==> config.mk <==
export PLATFORM = sky130hd
export DESIGN_NAME = piso_shift_reg
export DESIGN_NICKNAME = d
export VERILOG_FILES = /design/src/rtl/piso_shift_reg.sv
export SDC_FILE = /design/constraint.sdc
export NUM_CORES = 1
export LEC_CHECK = 0
export ABC_AREA = 1
export CORE_MARGIN = 2
export CORE_UTILIZATION = 40
export DETAILED_ROUTE_END_ITERATION = 16
export REMOVE_ABC_BUFFERS = 1
export SETUP_SLACK_MARGIN = 0.5
export SYNTH_ARGS = -nofsm -noshare
export SYNTH_HDL_FRONTEND = slang
export SYNTH_SLANG_ARGS = --single-unit
==> constraint.sdc <==
create_clock -name clk -period 2.9 [get_ports clk]
set_input_delay 0.29 -clock clk [delete_from_list [all_inputs] [get_ports clk]]
set_output_delay 0.29 -clock clk [all_outputs]
set_load 0.02 [all_outputs]
==> src/rtl/piso_shift_reg.sv <==
// piso_shift_reg: parallel-in, serial-out shift register.
// Accepts a word through a valid/ready load handshake and shifts it out one
// bit per enabled clock, MSB or LSB first as selected at load time. Pairs with
// the serial-in shift_reg receiver sharing en/dir.
//
// Ports:
//   clk        - clock, rising-edge active
//   rstn       - asynchronous active-low reset
//   din        - parallel word to transmit
//   load_valid - din is valid, request to load
//   load_ready - block can accept a word this cycle
//   dir        - shift order sampled at load (0 = MSB first, 1 = LSB first)
//   en         - shift enable; one bit consumed per enabled edge while q_valid
//   q          - current serial bit (0 when q_valid = 0)
//   q_valid    - q carries a word bit
//   last       - q is the final bit of the current word
module piso_shift_reg #(
    parameter int unsigned MSB = 16
) (
    input  logic           clk,
    input  logic           rstn,
    input  logic [MSB-1:0] din,
    input  logic           load_valid,
    output logic           load_ready,
    input  logic           dir,
    input  logic           en,
    output logic           q,
    output logic           q_valid,
    output logic           last
);

    localparam int unsigned CW = (MSB > 1) ? $clog2(MSB) : 1;

    typedef enum logic {
        IDLE  = 1'b0,
        SHIFT = 1'b1
    } state_t;

    state_t         state, state_nx;
    logic [MSB-1:0] sr, sr_nx;
    logic [CW-1:0]  cnt, cnt_nx;
    logic           dir_q, dir_nx;
    logic           load_fire;

    // Outputs decode straight from registered state; load_ready also sees en
    // so a new word can be taken on the final-bit edge with no idle gap.
    assign q_valid    = (state == SHIFT);
    assign last       = q_valid && (cnt == CW'(MSB - 1));
    assign load_ready = (state == IDLE) || (last && en);
    assign q          = q_valid ? (dir_q ? sr[0] : sr[MSB-1]) : 1'b0;
    assign load_fire  = load_valid && load_ready;

    // State register
    always_ff @(posedge clk or negedge rstn) begin
        if (!rstn) begin
            state <= IDLE;
            sr    <= '0;
            cnt   <= '0;
            dir_q <= 1'b0;
        end else begin
            state <= state_nx;
            sr    <= sr_nx;
            cnt   <= cnt_nx;
            dir_q <= dir_nx;
        end
    end

    // Next-state: a load wins over the final shift of the previous word
    always_comb begin
        state_nx = state;
        sr_nx    = sr;
        cnt_nx   = cnt;
        dir_nx   = dir_q;

        if (load_fire) begin
            sr_nx    = din;
            dir_nx   = dir;
            cnt_nx   = '0;
            state_nx = SHIFT;
        end else if ((state == SHIFT) && en) begin
            if (dir_q) begin
                sr_nx = {1'b0, sr[MSB-1:1]};
            end else begin
                sr_nx = {sr[MSB-2:0], 1'b0};
            end
            if (last) begin
                state_nx = IDLE;
                cnt_nx   = '0;
            end else begin
                cnt_nx = cnt + CW'(1);
            end
        end
    end

endmodule

# == Word level (Yosys, flattened, before mapping) ==
# Cells that the tools add are included.
# totals
rom_bits,0
n_memories,0
latch_bits,0
wordCells,26
out_inout_bits,4
mem_bits_rw,0
reg_bits,22
# classes
n_mux,11
n_div,0
bitwise_logic,1
n_reduce_logical,8
magnitude_cmp,0
eq_ne,1
shifts,0
n_addsub,1
n_mul,0
# ops
op,n
two-way mux 16 bit,3
two-way mux 4 bit,3
two-way mux 1 bit,5
"adder 4 x 1 -> 4 bit, second input constant",1
"equality test 4 bit, second input constant",1
logical AND 1 bit,4
nonzero test 2 bit,2
AND reduction 2 bit,1
logical OR 1 bit,1
inverter 1 bit,1

# == Depth between registers and ports, before layout ==
# logic_depth
word_depth,7
depth_mapped,8

# == Worst setup path before layout ==
# Ideal clock, no wire load.
# synth_path
kind,reg-to-output
startpoint,register dir_q
endpoint,output port q
path_buffers,2
stages_incl_launch_ff,6
arrival_time_ps,1325
path_slack_ps,1285
path_cell_list,dfrtp_1 buf_2 inv_1 clkbuf_1 o21ai_0 a21oi_1
# synth_between
elab_chain_cells,2
# synth_lines
element,line_no,rtl
from (decl),42,"logic dir_q, dir_nx;"
from (signal assigned),64,dir_q <= dir_nx;
two-way mux 1 bit (2 in a row),50,assign q = q_valid ? (dir_q ? sr[0] : sr[MSB-1]) : 1'b0;
to (decl),27,"output logic q,"
# No other way between the ends.

# == Worst setup path after layout ==
# Same ends and word-level chain as after synthesis.

==> impl_metrics.ini <==
[routing]
dr_total_vias = 1261
drt_iter0_drc = 100
wire_per_inst_um = 11.2
totalWireLength_um = 2990
drc_errors = 0
drtAntennaViolNets = 0
firstDrtPassIters = 4
vias_per_cell = 4.74

[placed_design]
dp.cells = 258
hpwl_um = 2040
dpl_worst_slack_ns = 0.805
port_buffers = 24
placed_area_um2 = 1610
place_congestion = 0.764

[clock_tree]
clock_latency_ns = 0.31
clkTransAtPathRegs_ns = 0.13
htree_num_levels = 1
cts_tree = built
cts_made_buffers = 3
postCtsHoldBufs = 0
clkSinkCount = 22
clockBufferDepth = 2
root_buffer = clkbuf_4

[grt]
grt_util_all_layers = 0.163
grt_pass1_vias = 1158
grt_max_degree = 23
antenna_found_initial = 0
grt_pass1_wl_um = 5130
gr-total-overflow = 0

[logic_synthesis]
synth-seq-area-share = 0.405
synth.distinct_cells = 20
yosysMostFrequentCell = nand2_1
ys_ff_latch = 22
async_flop_share = 1.00
syn-cell-area_um2 = 1360
yosys_warnings = 0
synth_top_area_share = 0.405
synth_edf_count = 0
syn_avg_cell_area_um2 = 6.94
netlist.top_cell.by_area = dfrtp_1
synth_ff_type = dfrtp_1
synthTopCellsByCount = nand2_1, nand3_1, inv_1
synth_area_leaders = dfrtp_1, nand2_1, nand3_1
synthCells = 196

[worst_setup_path]
cp_num_cells = 3
required_ns = 2.61
critPathBufInv = 2
path_cells = clkinvlp_4 -> a21oi_1 -> clkdlybuf4s50_1
endpoint_kind = output port
cp.arrival_ns = 1.95
worst_path_largest_cell_delay_ns = 0.62
crit_family = buffers and inverters
worstSetupStartpointType = flop
reg2reg_depth = 8
critPathMaxFanout = 17
path_class = reg2out
cp_slowest_cell = clkdlybuf4s50_1

[floorplanning]
die_area_um2 = 3880
io_pins = 25
coreArea_um2 = 3310
die_h_um = 62.3
initial_utilization = 0.411
rows = 21
die_x_um = 62.3

[layout]
area_growth_pct = 23.6
final_cell_area_um2 = 1680
num-fill-cells = 362
drive_above_1_share = 0.0818
final_cell_count_no_fill = 266
nets = 243
diodes = 0
final_util = 0.508

[timing]
setup_violations = 0
whs_ns = 0.494
fin_crit_sh = 0.774
hold_viol_final = 0
setup_tns_ns = 0
finClkSkew_ns = 0.00410
max_slew_margin = 0.341
rsz0062_at_grt = no
worstMarginPinSlew_ns = 0.986
slew_viol_final = 0
setup_ws_ns = 0.655
fin_crit_ns = 2.24
max_freq_mhz = 446

[status]
outcome = finished clean

[hold_path]
hold_depth = 2
hp-class = reg2reg

[power_and_ir_drop]
p_leak_nw = 0.917
p_total_mw = 1.29
ir_drop_uv = 275
powerDensity_nw_per_um2 = 770

[flow_run]
max-cap-violations = 0
area by class of cell:
class / count / area (um^2) / share of cell area
Timing Repair Buffer: 31 / 293 / 0.174
Inverter: 29 / 113 / 0.0670
Multi-Input combinational cell: 134 / 629 / 0.375
Tap cell: 46 / 57.6 / 0.0343
Sequential cell: 22 / 552 / 0.328
Clock buffer: 4 / 36.3 / 0.0216
cell usage in the layout, fill, tap and decap left out:
| cell type | count |
|---|---|
| a21oi_1 | 4 |
| buf_4 | 7 |
| clkbuf_4 | 3 |
| clkbuf_8 | 1 |
| clkdlybuf4s50_1 | 24 |
| clkinvlp_4 | 1 |
| dfrtp_1 | 21 |
| dfrtp_2 | 1 |
| ha_1 | 1 |
| inv_1 | 26 |
| inv_2 | 2 |
| mux2i_1 | 2 |
| nand2_1 | 70 |
| nand2_4 | 1 |
| nand3_1 | 35 |
| nand3_2 | 1 |
| nand4_1 | 1 |
| nor2_1 | 1 |
| o21ai_0 | 15 |
| o21ai_1 | 1 |
| o21bai_4 | 1 |
| xor2_1 | 1 |
cells by family (layout without fill, tap and decap cells):
logic type | count (synthesis) | in the layout | share of synthesized area
xor+xnor | 1 | 1 | 0.00644
flops | 22 | 22 | 0.405
mux | 2 | 2 | 0.0147
buf+inv | 40 | 64 | 0.132
compound gates | 21 | 21 | 0.0874
fa+ha+maj | 1 | 1 | 0.00920
simple gates | 109 | 109 | 0.345
tightest hold or removal path, delay by kind of cell (launching register included):
kind / cells / cell delay, ns
DFF: 1 / 0.37
and+or+nand+nor: 2 / 0.10
what timing repair did:
item / CTS / global route
pin swaps: 0 / 0
gates resized for setup: 2 / 0
setup endpoints to repair: 1 / 1
buffers inserted: 0 / 4
power by group:
part	total [mW]	internal, mW	leakage, nW	switching, mW
Clock	0.174	0.0765	0.0210	0.0973
Sequential	0.557	0.437	0.268	0.121
Combinational	0.563	0.260	0.627	0.304
Total	1.29	0.773	0.917	0.522
path summary, 6_finish.rpt:
| kind | startpoint | end | slack (ns) |
|---|---|---|---|
| max | dir_q$_DFFE_PN0P_ | q | 0.66 |
| min | sr[15]$_DFFE_PN0P_ | sr[15]$_DFFE_PN0P_ | 0.49 |
| max reg2reg | cnt[0]$_DFFE_PN0P_ | sr[11]$_DFFE_PN0P_ | 1.22 |
| min reg2reg | sr[15]$_DFFE_PN0P_ | sr[15]$_DFFE_PN0P_ | 0.49 |
| max in group asynchronous | rstn | dir_q$_DFFE_PN0P_ | 1.73 |
| min in group asynchronous | rstn | q_valid$_DFFE_PN0P_ | 0.51 |
state kept, by name, indices dropped and copies added (netlist names):
| register | cells |
|---|---|
| cnt | 4 |
| sr | 16 |
| dir_q | 1 |
| q_valid | 1 |
metal layers:
| metal | GRT usage | part of all wire | up-vias | wire (um) |
|---|---|---|---|---|
| met5 | 0 | 0 | - | 0 |
| met4 | 0.0417 | 0.0067 | 0 | 20 |
| met3 | 0.0308 | 0.099 | 2 | 295 |
| met2 | 0.269 | 0.46 | 45 | 1370 |
| met1 | 0.220 | 0.44 | 554 | 1300 |
| li1 | - | - | 660 | - |
Power figures use the tool's default switching activity.
